### src/rtl/exu_lsu_agu_if.sv
// rtl/exu_lsu_agu_if.sv - EXU request, data-memory bus and response signals of the load/store AGU
interface exu_lsu_agu_if #(
   parameter int ADDR_W = 32,
   parameter int DATA_W = 32
);
   logic                  i_req_valid;
   logic                  o_req_ready;
   logic                  i_is_store;
   logic [1:0]            i_size;
   logic                  i_unsigned;
   logic [ADDR_W-1:0]     i_base;
   logic [ADDR_W-1:0]     i_offset;
   logic [DATA_W-1:0]     i_wdata;
   logic                  o_mem_req;
   logic                  i_mem_gnt;
   logic                  o_mem_we;
   logic [ADDR_W-1:0]     o_mem_addr;
   logic [DATA_W/8-1:0]   o_mem_be;
   logic [DATA_W-1:0]     o_mem_wdata;
   logic                  i_mem_rvalid;
   logic [DATA_W-1:0]     i_mem_rdata;
   logic                  o_rsp_valid;
   logic [DATA_W-1:0]     o_rsp_rdata;
   logic                  o_rsp_misalign;
   logic [ADDR_W-1:0]     o_rsp_addr;

   modport slave (
      input  i_req_valid, i_is_store, i_size, i_unsigned, i_base, i_offset, i_wdata,
      input  i_mem_gnt, i_mem_rvalid, i_mem_rdata,
      output o_req_ready, o_mem_req, o_mem_we, o_mem_addr, o_mem_be, o_mem_wdata,
      output o_rsp_valid, o_rsp_rdata, o_rsp_misalign, o_rsp_addr
   );

   modport master (
      output i_req_valid, i_is_store, i_size, i_unsigned, i_base, i_offset, i_wdata,
      output i_mem_gnt, i_mem_rvalid, i_mem_rdata,
      input  o_req_ready, o_mem_req, o_mem_we, o_mem_addr, o_mem_be, o_mem_wdata,
      input  o_rsp_valid, o_rsp_rdata, o_rsp_misalign, o_rsp_addr
   );
endinterface

### src/rtl/exu_lsu_agu.sv
// rtl/exu_lsu_agu.sv - load/store address generation with a single-outstanding data-memory transaction
// Define LSU_MISALIGN_TRAP_EN to complete misaligned/illegal-size ops without touching the bus.
module exu_lsu_agu #(
   parameter int ADDR_W = 32,
   parameter int DATA_W = 32
) (
   input  logic         i_clk,
   input  logic         i_rst,
   exu_lsu_agu_if.slave bus
);
   localparam int BE_W  = DATA_W / 8;
   localparam int LSB_W = $clog2(BE_W);

   localparam logic [1:0] S_IDLE = 2'd0;
   localparam logic [1:0] S_REQ  = 2'd1;
   localparam logic [1:0] S_WAIT = 2'd2;
   localparam logic [1:0] S_DONE = 2'd3;

`ifdef LSU_MISALIGN_TRAP_EN
   localparam bit TRAP_EN = 1'b1;
`else
   localparam bit TRAP_EN = 1'b0;
`endif

   logic [1:0]        state;
   logic [ADDR_W-1:0] ea;
   logic [LSB_W-1:0]  lane_raw;
   logic [LSB_W-1:0]  lane;
   logic [LSB_W-1:0]  size_mask;
   logic [1:0]        size_eff;
   logic              illegal;
   logic              misalign;
   logic [BE_W-1:0]   be_base;
   logic [DATA_W-1:0] wdata_rep;

   logic [ADDR_W-1:0] ea_q;
   logic [LSB_W-1:0]  lane_q;
   logic [1:0]        size_q;
   logic              unsigned_q;
   logic              store_q;
   logic              misalign_q;
   logic [DATA_W-1:0] load_shift;
   logic [DATA_W-1:0] load_ext;
   logic              sign_bit;
   int                nbits;

   // Illegal dword on a 32-bit bus is downgraded to a word; the lane is then forced to natural alignment.
   always_comb begin
      ea        = bus.i_base + bus.i_offset;
      lane_raw  = ea[LSB_W-1:0];
      illegal   = (DATA_W == 32) && (bus.i_size == 2'd3);
      size_eff  = illegal ? 2'd2 : bus.i_size;
      size_mask = LSB_W'((32'd1 << size_eff) - 32'd1);
      misalign  = illegal || ((lane_raw & size_mask) != '0);
      lane      = lane_raw & ~size_mask;
      case (size_eff)
         2'd0:    be_base = BE_W'(8'h01);
         2'd1:    be_base = BE_W'(8'h03);
         2'd2:    be_base = BE_W'(8'h0F);
         default: be_base = BE_W'(8'hFF);
      endcase
   end

   always_comb begin
      wdata_rep = '0;
      for (int b = 0; b < BE_W; b++) begin
         case (size_eff)
            2'd0:    wdata_rep[8*b +: 8] = bus.i_wdata[7:0];
            2'd1:    wdata_rep[8*b +: 8] = bus.i_wdata[8*(b%2) +: 8];
            2'd2:    wdata_rep[8*b +: 8] = bus.i_wdata[8*(b%4) +: 8];
            default: wdata_rep[8*b +: 8] = bus.i_wdata[8*b +: 8];
         endcase
      end
   end

   always_comb begin
      load_shift = bus.i_mem_rdata >> {lane_q, 3'b000};
      nbits      = 8 << size_q;
      case (size_q)
         2'd0:    sign_bit = load_shift[7];
         2'd1:    sign_bit = load_shift[15];
         2'd2:    sign_bit = load_shift[31];
         default: sign_bit = load_shift[DATA_W-1];
      endcase
      sign_bit = sign_bit & ~unsigned_q;
      load_ext = '0;
      for (int i = 0; i < DATA_W; i++)
         load_ext[i] = (i < nbits) ? load_shift[i] : sign_bit;
   end

   always_ff @(posedge i_clk) begin
      if (i_rst) begin
         state              <= S_IDLE;
         ea_q               <= '0;
         lane_q             <= '0;
         size_q             <= '0;
         unsigned_q         <= 1'b0;
         store_q            <= 1'b0;
         misalign_q         <= 1'b0;
         bus.o_req_ready    <= 1'b1;
         bus.o_mem_req      <= 1'b0;
         bus.o_mem_we       <= 1'b0;
         bus.o_mem_addr     <= '0;
         bus.o_mem_be       <= '0;
         bus.o_mem_wdata    <= '0;
         bus.o_rsp_valid    <= 1'b0;
         bus.o_rsp_rdata    <= '0;
         bus.o_rsp_misalign <= 1'b0;
         bus.o_rsp_addr     <= '0;
      end else begin
         bus.o_rsp_valid <= 1'b0;
         case (state)
            S_IDLE: begin
               if (bus.i_req_valid) begin
                  ea_q            <= ea;
                  lane_q          <= lane;
                  size_q          <= size_eff;
                  unsigned_q      <= bus.i_unsigned;
                  store_q         <= bus.i_is_store;
                  misalign_q      <= misalign;
                  bus.o_req_ready <= 1'b0;
                  if (TRAP_EN && misalign) begin
                     state              <= S_DONE;
                     bus.o_rsp_valid    <= 1'b1;
                     bus.o_rsp_rdata    <= '0;
                     bus.o_rsp_misalign <= 1'b1;
                     bus.o_rsp_addr     <= ea;
                  end else begin
                     state           <= S_REQ;
                     bus.o_mem_req   <= 1'b1;
                     bus.o_mem_we    <= bus.i_is_store;
                     bus.o_mem_addr  <= {ea[ADDR_W-1:LSB_W], {LSB_W{1'b0}}};
                     bus.o_mem_be    <= be_base << lane;
                     bus.o_mem_wdata <= wdata_rep;
                  end
               end
            end
            S_REQ: begin
               if (bus.i_mem_gnt) begin
                  bus.o_mem_req <= 1'b0;
                  if (store_q) begin
                     state              <= S_DONE;
                     bus.o_rsp_valid    <= 1'b1;
                     bus.o_rsp_rdata    <= '0;
                     bus.o_rsp_misalign <= misalign_q;
                     bus.o_rsp_addr     <= ea_q;
                  end else begin
                     state <= S_WAIT;
                  end
               end
            end
            S_WAIT: begin
               if (bus.i_mem_rvalid) begin
                  state              <= S_DONE;
                  bus.o_rsp_valid    <= 1'b1;
                  bus.o_rsp_rdata    <= load_ext;
                  bus.o_rsp_misalign <= misalign_q;
                  bus.o_rsp_addr     <= ea_q;
               end
            end
            default: begin
               state           <= S_IDLE;
               bus.o_req_ready <= 1'b1;
            end
         endcase
      end
   end
endmodule

### src/flat_wrapper.sv
// flat-port wrapper written by rule: the top's interface ports become plain ports
module exu_lsu_agu_flat 
#(
   parameter int ADDR_W = 32,
   parameter int DATA_W = 32
)
  (i_clk, i_rst, bus_i_req_valid, bus_i_is_store, bus_i_size, bus_i_unsigned, bus_i_base, bus_i_offset, bus_i_wdata, bus_i_mem_gnt, bus_i_mem_rvalid, bus_i_mem_rdata, bus_o_req_ready, bus_o_mem_req, bus_o_mem_we, bus_o_mem_addr, bus_o_mem_be, bus_o_mem_wdata, bus_o_rsp_valid, bus_o_rsp_rdata, bus_o_rsp_misalign, bus_o_rsp_addr);
  exu_lsu_agu_if #(.ADDR_W(ADDR_W), .DATA_W(DATA_W)) bus_i ();
  input  logic i_clk;
  input  logic i_rst;
  input wire logic [$bits(bus_i.i_req_valid)-1:0] bus_i_req_valid;
  input wire logic [$bits(bus_i.i_is_store)-1:0] bus_i_is_store;
  input wire logic [$bits(bus_i.i_size)-1:0] bus_i_size;
  input wire logic [$bits(bus_i.i_unsigned)-1:0] bus_i_unsigned;
  input wire logic [$bits(bus_i.i_base)-1:0] bus_i_base;
  input wire logic [$bits(bus_i.i_offset)-1:0] bus_i_offset;
  input wire logic [$bits(bus_i.i_wdata)-1:0] bus_i_wdata;
  input wire logic [$bits(bus_i.i_mem_gnt)-1:0] bus_i_mem_gnt;
  input wire logic [$bits(bus_i.i_mem_rvalid)-1:0] bus_i_mem_rvalid;
  input wire logic [$bits(bus_i.i_mem_rdata)-1:0] bus_i_mem_rdata;
  output wire logic [$bits(bus_i.o_req_ready)-1:0] bus_o_req_ready;
  output wire logic [$bits(bus_i.o_mem_req)-1:0] bus_o_mem_req;
  output wire logic [$bits(bus_i.o_mem_we)-1:0] bus_o_mem_we;
  output wire logic [$bits(bus_i.o_mem_addr)-1:0] bus_o_mem_addr;
  output wire logic [$bits(bus_i.o_mem_be)-1:0] bus_o_mem_be;
  output wire logic [$bits(bus_i.o_mem_wdata)-1:0] bus_o_mem_wdata;
  output wire logic [$bits(bus_i.o_rsp_valid)-1:0] bus_o_rsp_valid;
  output wire logic [$bits(bus_i.o_rsp_rdata)-1:0] bus_o_rsp_rdata;
  output wire logic [$bits(bus_i.o_rsp_misalign)-1:0] bus_o_rsp_misalign;
  output wire logic [$bits(bus_i.o_rsp_addr)-1:0] bus_o_rsp_addr;
  assign bus_i.i_req_valid = bus_i_req_valid;
  assign bus_i.i_is_store = bus_i_is_store;
  assign bus_i.i_size = bus_i_size;
  assign bus_i.i_unsigned = bus_i_unsigned;
  assign bus_i.i_base = bus_i_base;
  assign bus_i.i_offset = bus_i_offset;
  assign bus_i.i_wdata = bus_i_wdata;
  assign bus_i.i_mem_gnt = bus_i_mem_gnt;
  assign bus_i.i_mem_rvalid = bus_i_mem_rvalid;
  assign bus_i.i_mem_rdata = bus_i_mem_rdata;
  assign bus_o_req_ready = bus_i.o_req_ready;
  assign bus_o_mem_req = bus_i.o_mem_req;
  assign bus_o_mem_we = bus_i.o_mem_we;
  assign bus_o_mem_addr = bus_i.o_mem_addr;
  assign bus_o_mem_be = bus_i.o_mem_be;
  assign bus_o_mem_wdata = bus_i.o_mem_wdata;
  assign bus_o_rsp_valid = bus_i.o_rsp_valid;
  assign bus_o_rsp_rdata = bus_i.o_rsp_rdata;
  assign bus_o_rsp_misalign = bus_i.o_rsp_misalign;
  assign bus_o_rsp_addr = bus_i.o_rsp_addr;
  exu_lsu_agu #(.ADDR_W(ADDR_W), .DATA_W(DATA_W)) u_core (.i_clk(i_clk), .i_rst(i_rst), .bus(bus_i));
endmodule
### config.mk
export PLATFORM = sky130hd
export DESIGN_NAME = exu_lsu_agu_flat
export DESIGN_NICKNAME = d
export VERILOG_FILES = /design/src/rtl/exu_lsu_agu_if.sv /design/src/rtl/exu_lsu_agu.sv /design/src/flat_wrapper.sv
export SDC_FILE = /design/constraint.sdc
export NUM_CORES = 1
export LEC_CHECK = 0
export BUFFER_PORTS_ARGS = -buffer_cell sky130_fd_sc_hd__buf_2
export CORE_MARGIN = 1
export CORE_UTILIZATION = 42
export CTS_BUF_LIST = sky130_fd_sc_hd__clkbuf_4
export DETAILED_ROUTE_END_ITERATION = 10
export GPL_TIMING_DRIVEN = 0
export HOLD_SLACK_MARGIN = 0.06
export PLACE_DENSITY = 0.69
export SKIP_CTS_REPAIR_TIMING = 1
export SLEW_MARGIN = 5
export SYNTH_ARGS = -nofsm -noshare
export SYNTH_HDL_FRONTEND = slang
export SYNTH_SLANG_ARGS = --single-unit
export TNS_END_PERCENT = 5
### constraint.sdc
create_clock -name i_clk -period 4.4 [get_ports i_clk]
set_input_delay 0.88 -clock i_clk [delete_from_list [all_inputs] [get_ports i_clk]]
set_output_delay 0.88 -clock i_clk [all_outputs]
set_load 0.05 [all_outputs]
==> impl_metrics.py, run 1 <==
metrics = {
    "global_route": {
        "grt_util_met3_pct": 5.99,
        "grt.met1_usage_pct": 35.5,
        "antenna_violations_before_repair": 1,
        "first_global_vias": 7572,
        "grtUsageTotal_pct": 26.3,
        "groute.layer.met2.usage_pct": 42.4,
        "maximum_number_of_pins_on_one_net_before_global_route_repair": 17,
        "overflow": 0,
        "busiest_layer": "met2",
        "grt_pass1_wl_mm": 40.1,
    },
    "floorplan": {
        "die_width_microns": 139,
        "initial_utilization_pct": 43.5,
        "boundaryPins": 274,
        "floorplan.die_area_sq_mm": 0.0195,
        "core_region_area_sq_mm": 0.0183,
        "die_height_microns": 139,
        "placementRows": 49,
    },
    "synth": {
        "synth_cell_types": 69,
        "synth_compound_gate_area_share_pct": 22.5,
        "synth_seq_area_share_pct": 36.6,
        "mux_share_of_post_synthesis_cell_area_pct": 5.56,
        "synth_top_cell_by_area": "sky130_fd_sc_hd__dfxtp_1",
        "ys_dominant_reg_cell": "sky130_fd_sc_hd__dfxtp_1",
        "synth_edf_count": 0,
        "postSynthCellCount": 1029,
        "mean_cell_area_of_the_mapped_netlist_sq_um": 7.72,
        "main_combinational_cell_family_by_area_after_synthesis": "compound AO/OA/AOI/OAI gates",
        "postSynthRegisterBits": 145,
        "yosys.area_share.adder_pct": 5.77,
        "yosysWarningCount": 0,
        "synth-async-reset-ratio_pct": 0,
        "synthXorXnorAreaFrac_pct": 2.32,
        "syn_area_sq_mm": 0.00794,
        "most_area_consuming_cells_after_synthesis": "sky130_fd_sc_hd__dfxtp_1, sky130_fd_sc_hd__nand2_1, sky130_fd_sc_hd__a21oi_1, sky130_fd_sc_hd__ha_1, sky130_fd_sc_hd__mux2i_1",
        "synth-simple-area-share_pct": 20.1,
        "synth_top_cell_area_share_pct": 36.6,
    },
    "worst_setup_path": {
        "crit_path_top_delay_cell": "sky130_fd_sc_hd__a2111oi_0",
        "worstSetupPathType": "primary input to flop",
        "crit_fanout": 5,
        "worstPathArrival_ns": 3.34,
        "cp_top_family": "compound AO/OA/AOI/OAI gates",
        "worst-path-stages": 10,
        "reg2regPathDepth": 8,
        "cp.buffers_inverters": 1,
        "critical-path-max-stage-delay_ns": 0.79,
        "critical_path.endpoint_type": "flop",
        "regToRegSetupSlack_ns": 1.53,
        "kind_of_start_point_of_the_critical_path": "primary input",
        "critical_path.cell_chain": "buf_2 > ha_1 > a21o_1 > a31o_1 > o211a_1 > o211ai_2 > a2111oi_0 > o21ai_1 > xnor2_1 > a21oi_1",
        "critical_path_required_ns": 4.83,
    },
    "placement": {
        "detailedPlacementHpwl_mm": 20.1,
        "dpl-instance-area_sq_mm": 0.00958,
        "pre_cts_ws_ns": 1.00,
        "io_buf_count": 270,
        "gp_congestion": 0.965,
        "place_inst": 1529,
    },
    "timing": {
        "worst_skew_ns": 0.0228,
        "post-route-period-util_pct": 66.2,
        "fin_ws_ns": 1.49,
        "period_needed_ns": 2.91,
        "rsz_0062_raised_after_global_routing": "no",
        "tns_ns": 0,
        "hold_viol": 0,
        "worst_margin_slew_ns": 0.865,
        "slew_headroom_pct": 40.9,
        "timing.fmax_mhz": 343,
        "setup_viol": 0,
        "slew_violations": 0,
    },
    "route": {
        "initialDrtViolationCount": 530,
        "route.vias.total": 8311,
        "drt_drc_violations_left": 0,
        "drt_pass_1_iters": 7,
        "detail_route.wl_per_cell_microns": 16.7,
        "final_antenna_net_count": 0,
        "final_wl_mm": 26.1,
        "vias_per_cell": 5.32,
    },
    "final_layout": {
        "post_layout_nonfiller_instances": 1562,
        "drive_above_1_share_pct": 26.4,
        "postLayoutCoreUtil_pct": 54.3,
        "finish.instance_area_sq_mm": 0.00992,
        "syn2layout_area_growth_pct": 24.9,
        "fin_nets": 1492,
    },
    "clocking": {
        "cts_root_buffer": "sky130_fd_sc_hd__clkbuf_4",
        "clkSinkCount": 145,
        "clock_insertion_delay_worst_skew_ns": 0.55,
        "cts_buffers": 17,
        "longest_clk_path_bufs": 2,
        "clk_transition_reported_paths_ns": 0.14,
        "cts_htree_levels": 4,
        "cts_tree": "yes",
    },
    "power": {
        "combPwrFrac_pct": 45.7,
        "internal_power_mw": 2.58,
        "max-vdd-ir-drop_mv": 0.330,
        "power_frac_clock_pct": 20.2,
        "sw_frac_of_total_pct": 46.5,
        "power_per_cell_area_mw_per_mm2": 487,
        "leakage_nw": 4.46,
        "power_switching_mw": 2.25,
        "sequentialPowerShare_pct": 34.0,
    },
    "outcome": {
        "run_status": "finished, final reports clean",
    },
    "hold_path": {
        "worst_hold_class": "flop to flop",
        "holdPathStages": 2,
    },
    "run": {
        "cap_viol_max_count": 0,
    },
}
[cell families after synthesis]
| kind of cell | count (synthesis) |
|---|---|
| other cells | 1 |
| compound gates | 291 |
| buf+inv | 118 |
| fa+ha+maj | 36 |
| xor+xnor | 21 |
| mux | 44 |
| simple gates | 373 |
| flops | 145 |
[sequential cells by signal (all words and copies together) (netlist names)]
register and count:
u_core.ea_q 32, u_core.state 2, u_core.size_q 2, u_core.unsigned_q 1, u_core.bus.o_rsp_rdata 32, u_core.bus.o_mem_wdata 32
u_core.bus.o_req_ready 1, u_core.bus.o_rsp_misalign 1, u_core.bus.o_rsp_valid 1, u_core.bus.o_mem_req 1, u_core.bus.o_rsp_addr 32, u_core.lane_q 2
u_core.bus.o_mem_be 4, u_core.bus.o_mem_we 1, u_core.misalign_q 1
[power by group through the flow]
stage / registers [mW] / logic [mW] / clock network [mW]
floorplan: 2.03 / 1.22 / 0
global placement: 1.67 / 2.19 / 0
detailed placement: 1.67 / 2.20 / 0
CTS: 1.64 / 2.21 / 0.998
global route: 1.67 / 2.37 / 1.06
finish: 1.65 / 2.21 / 0.978
[synthesized netlist by cell type (all sizes together) (7+ instances only)]
| cell type | n |
|---|---|
| a211oi | 11 |
| dfxtp | 145 |
| nor2 | 72 |
| and2 | 7 |
| a21o | 10 |
| nand3 | 23 |
| mux2i | 43 |
| ha | 35 |
| o21ai | 66 |
| xnor2 | 13 |
| a311oi | 8 |
| nand2 | 219 |
| nand4 | 19 |
| xor2 | 8 |
| clkbuf | 57 |
| buf | 45 |
| a22oi | 25 |
| a21oi | 133 |
| inv | 15 |
| nor3 | 7 |
[cell type report]
type,count,area (sq um)
sequential,145,2900
buffer,102,510
inverter,16,60.1
tap,229,287
fill,1821,8350
antenna,1,2.50
clock inverter,15,205
multi-input combinational,767,4470
clock buffer,17,128
timing repair buffer,270,1350
[through the flow]
stage	hold WS (ns)	power, mW
finish	0.454	4.83
global route	0.477	5.10
CTS	0.462	4.85
detailed placement	0.442	3.87
global placement	0.438	3.85
floorplan	0.432	3.25
[tightest hold or removal path: stages, from the launching register on]
cell                      delay, ns
sky130_fd_sc_hd__dfxtp_1       0.33
sky130_fd_sc_hd__nand2_1       0.05
sky130_fd_sc_hd__a21oi_1       0.05
[routing by layer]
metal  vias up  wire length, microns
met5         -                     0
met4         0                   351
met3        28                  1990
met2       331                 11900
met1      3805                 11900
li1       4147                     -
[final timing paths]
kind                                                startpoint                                     end
worst min register to register  u_core.misalign_q$_SDFFE_PP0P_  u_core.bus.o_rsp_misalign$_SDFFE_PP0P_
worst max-delay path                           bus_i_offset[4]            u_core.ea_q[31]$_SDFFE_PP0P_
worst min-delay path            u_core.misalign_q$_SDFFE_PP0P_  u_core.bus.o_rsp_misalign$_SDFFE_PP0P_
worst max register to register    u_core.state[0]$_SDFFE_PP0P_           u_core.size_q[1]$_SDFFE_PP0P_
[layout by cell type (no fill, tap or decap), types with 4 or more instances in the layout]
cell type / instances
sky130_fd_sc_hd__and3_1: 4
sky130_fd_sc_hd__o21ai_1: 4
sky130_fd_sc_hd__and2_1: 6
sky130_fd_sc_hd__a311oi_1: 8
sky130_fd_sc_hd__buf_1: 7
sky130_fd_sc_hd__inv_1: 14
sky130_fd_sc_hd__buf_2: 276
sky130_fd_sc_hd__mux2i_1: 43
sky130_fd_sc_hd__xnor2_1: 13
sky130_fd_sc_hd__a211oi_1: 11
sky130_fd_sc_hd__o211ai_1: 4
sky130_fd_sc_hd__a22oi_1: 25
sky130_fd_sc_hd__bufinv_16: 4
sky130_fd_sc_hd__o21ai_0: 60
sky130_fd_sc_hd__nor3_1: 6
sky130_fd_sc_hd__nand2_1: 219
sky130_fd_sc_hd__a21oi_1: 131
sky130_fd_sc_hd__nand4_1: 19
sky130_fd_sc_hd__clkbuf_1: 57
sky130_fd_sc_hd__xor2_1: 8
sky130_fd_sc_hd__nand3_1: 23
sky130_fd_sc_hd__clkbuf_4: 17
sky130_fd_sc_hd__buf_4: 32
sky130_fd_sc_hd__dfxtp_1: 145
sky130_fd_sc_hd__clkinv_4: 4
sky130_fd_sc_hd__nor2_1: 72
sky130_fd_sc_hd__inv_6: 4
sky130_fd_sc_hd__a21o_1: 10
sky130_fd_sc_hd__ha_1: 35
Power figures use the tool's default switching activity.
==> run 2: changes to the inputs <==
Clock period 4.4 ns to 2.74 ns, I/O delays scaled along.
==> run 2 against run 1 <==
Critical path depth unchanged. Total power up 61%. Combinational power up 61%. Die area unchanged. Sequential power up 60%. Global-route usage unchanged. Utilization about the same. Critical endpoint unchanged.
==> impl_metrics.py, run 2 (synthesis gave the netlist of run 1 again) <==
metrics = {
    "final_layout": {
        "drive_above_1_share_pct": 26.6,
        "fin_nets": 1492,
        "layout_common_cells": "sky130_fd_sc_hd__buf_2, sky130_fd_sc_hd__nand2_1, sky130_fd_sc_hd__dfxtp_1",
        "seq_area_sq_mm": 0.00290,
        "area_of_the_multi_input_gates_sq_mm": 0.00447,
        "postLayoutCoreUtil_pct": 54.3,
        "layout_commonest_cell": "sky130_fd_sc_hd__buf_2",
        "syn2layout_area_growth_pct": 24.9,
        "filler_cell_count": 1821,
    },
    "timing": {
        "post-route-period-util_pct": 94.3,
        "setup_viol": 0,
        "worst_skew_ns": 0.0284,
        "rsz_0062_raised_after_global_routing": "no",
        "period_needed_ns": 2.58,
        "hold_viol": 0,
        "worst_margin_slew_ns": 0.861,
        "slew_violations": 0,
        "slew_headroom_pct": 41.1,
        "hold-worst-slack_ns": 0.246,
        "timing.fmax_mhz": 387,
    },
    "hold_path": {
        "holdPathStages": 3,
        "min_delay_worst_endpoint": "u_core.bus.o_mem_we$_SDFFE_PP0P_",
        "worst_hold_class": "primary input to flop",
        "hold_start": "bus_i_is_store",
    },
    "worst_setup_path": {
        "reg2regPathDepth": 8,
        "r2r-start": "u_core.state[0]$_SDFFE_PP0P_",
        "kind_of_start_point_of_the_critical_path": "primary input",
        "reg2reg_to": "u_core.ea_q[21]$_SDFFE_PP0P_",
        "critical_path.endpoint_type": "flop",
        "crit_fanout": 5,
        "regToRegSetupSlack_ns": 0.20,
        "worstSetupPathType": "primary input to flop",
        "critical_path_required_ns": 3.16,
        "worstPathArrival_ns": 3.01,
    },
    "run": {
        "cap_viol_max_count": 0,
    },
    "global_route": {
        "overflow": 0,
        "grt_pass1_wl_mm": 40.1,
        "grtUsageTotal_pct": 26.3,
        "first_global_vias": 7572,
        "antenna_violations_before_repair": 1,
        "maximum_number_of_pins_on_one_net_before_global_route_repair": 17,
    },
    "floorplan": {
        "floorplan.die_area_sq_mm": 0.0195,
        "die_height_microns": 139,
        "die_width_microns": 139,
        "boundaryPins": 274,
        "initial_utilization_pct": 43.5,
        "core_region_area_sq_mm": 0.0183,
        "placementRows": 49,
    },
    "route": {
        "drt_pass_1_iters": 5,
        "final_antenna_net_count": 0,
        "final_wl_mm": 26.1,
        "initialDrtViolationCount": 486,
        "detail_route.wl_per_cell_microns": 16.7,
        "vias_per_cell": 5.34,
        "route.vias.total": 8342,
        "drt_drc_violations_left": 0,
    },
    "power": {
        "leakage_nw": 4.46,
        "max-vdd-ir-drop_mv": 0.530,
        "power_per_cell_area_mw_per_mm2": 782,
    },
    "placement": {
        "io_buf_count": 270,
        "detailedPlacementHpwl_mm": 20.1,
        "gp_congestion": 0.965,
    },
    "clocking": {
        "cts_htree_levels": 4,
        "clk_transition_reported_paths_ns": 0.14,
        "clock_insertion_delay_worst_skew_ns": 0.55,
        "longest_clk_path_bufs": 2,
        "cts_buffers": 17,
        "clkSinkCount": 145,
        "cts_tree": "yes",
        "cts_root_buffer": "sky130_fd_sc_hd__clkbuf_4",
    },
    "outcome": {
        "run_status": "finished, final reports clean",
    },
}
## run 2: worst max-delay path by stage
stage | end | slack, ns | from | depth (start not counted)
final | u_core.ea_q[31]$_SDFFE_PP0P_ | 0.16 | bus_i_offset[4] | 10
after global routing | u_core.bus.o_mem_wdata[25]$_SDFFE_PP0P_ | 0.002 | u_core.state[0]$_SDFFE_PP0P_ | 8
after CTS | u_core.size_q[1]$_SDFFE_PP0P_ | -0.03 | u_core.state[0]$_SDFFE_PP0P_ | 8
after detailed placement | u_core.ea_q[31]$_SDFFE_PP0P_ | -0.33 | bus_i_offset[4] | 10
after global placement | u_core.ea_q[31]$_SDFFE_PP0P_ | -0.34 | bus_i_offset[4] | 10
after floorplan | u_core.ea_q[16]$_SDFFE_PP0P_ | 0.17 | bus_i_offset[0] | 9
## run 2: per-stage QoR
step	setup TNS [ns]	instances	worst slack (ns)	cell area (sq um)	total power [mW]
CTS	-0.0290	1561	-0.0290	9910	7.79
global placement	-1.23	1529	-0.343	9580	6.19
finish	0	1562	0.157	9920	7.76
global route	0	1562	0.00209	9920	8.19
floorplan	0	1030	0.165	7940	5.21
detailed placement	-1.35	1529	-0.326	9580	6.22
## run 2: worst max-delay path, cell delays in order
cell and delay [ns]:
sky130_fd_sc_hd__buf_2 0.10, sky130_fd_sc_hd__ha_1 0.37, sky130_fd_sc_hd__a21o_1 0.16, sky130_fd_sc_hd__a31o_1 0.12, sky130_fd_sc_hd__o211a_1 0.19, sky130_fd_sc_hd__o211ai_2 0.13
sky130_fd_sc_hd__a2111oi_0 0.79, sky130_fd_sc_hd__o21ai_1 0.24, sky130_fd_sc_hd__xnor2_1 0.26, sky130_fd_sc_hd__a21oi_1 0.10
## run 2: metal layers
layer | vias to the layer above | GRT usage (%) | share of wire (%)
li1 | 4155 | - | -
met1 | 3821 | 35.5 | 45
met2 | 341 | 42.4 | 46
met3 | 25 | 5.99 | 7.6
met4 | 0 | 6.20 | 0.99
met5 | - | 0 | 0
## run 2: cell type report
class                      instances  area share [%]
multi-input combinational        767            45.1
sequential                       145            29.3
timing repair buffer             270            13.6
buffer                           102            5.16
tap                              229            2.89
clock inverter                    15            2.07
clock buffer                      17            1.29
inverter                          16           0.605
antenna                            1          0.0252
## run 2: power breakdown
part / internal (mW) / switching (mW)
clock: 0.735 / 0.834
sequential: 2.42 / 0.220
combinational: 0.994 / 2.55
total: 4.15 / 3.61
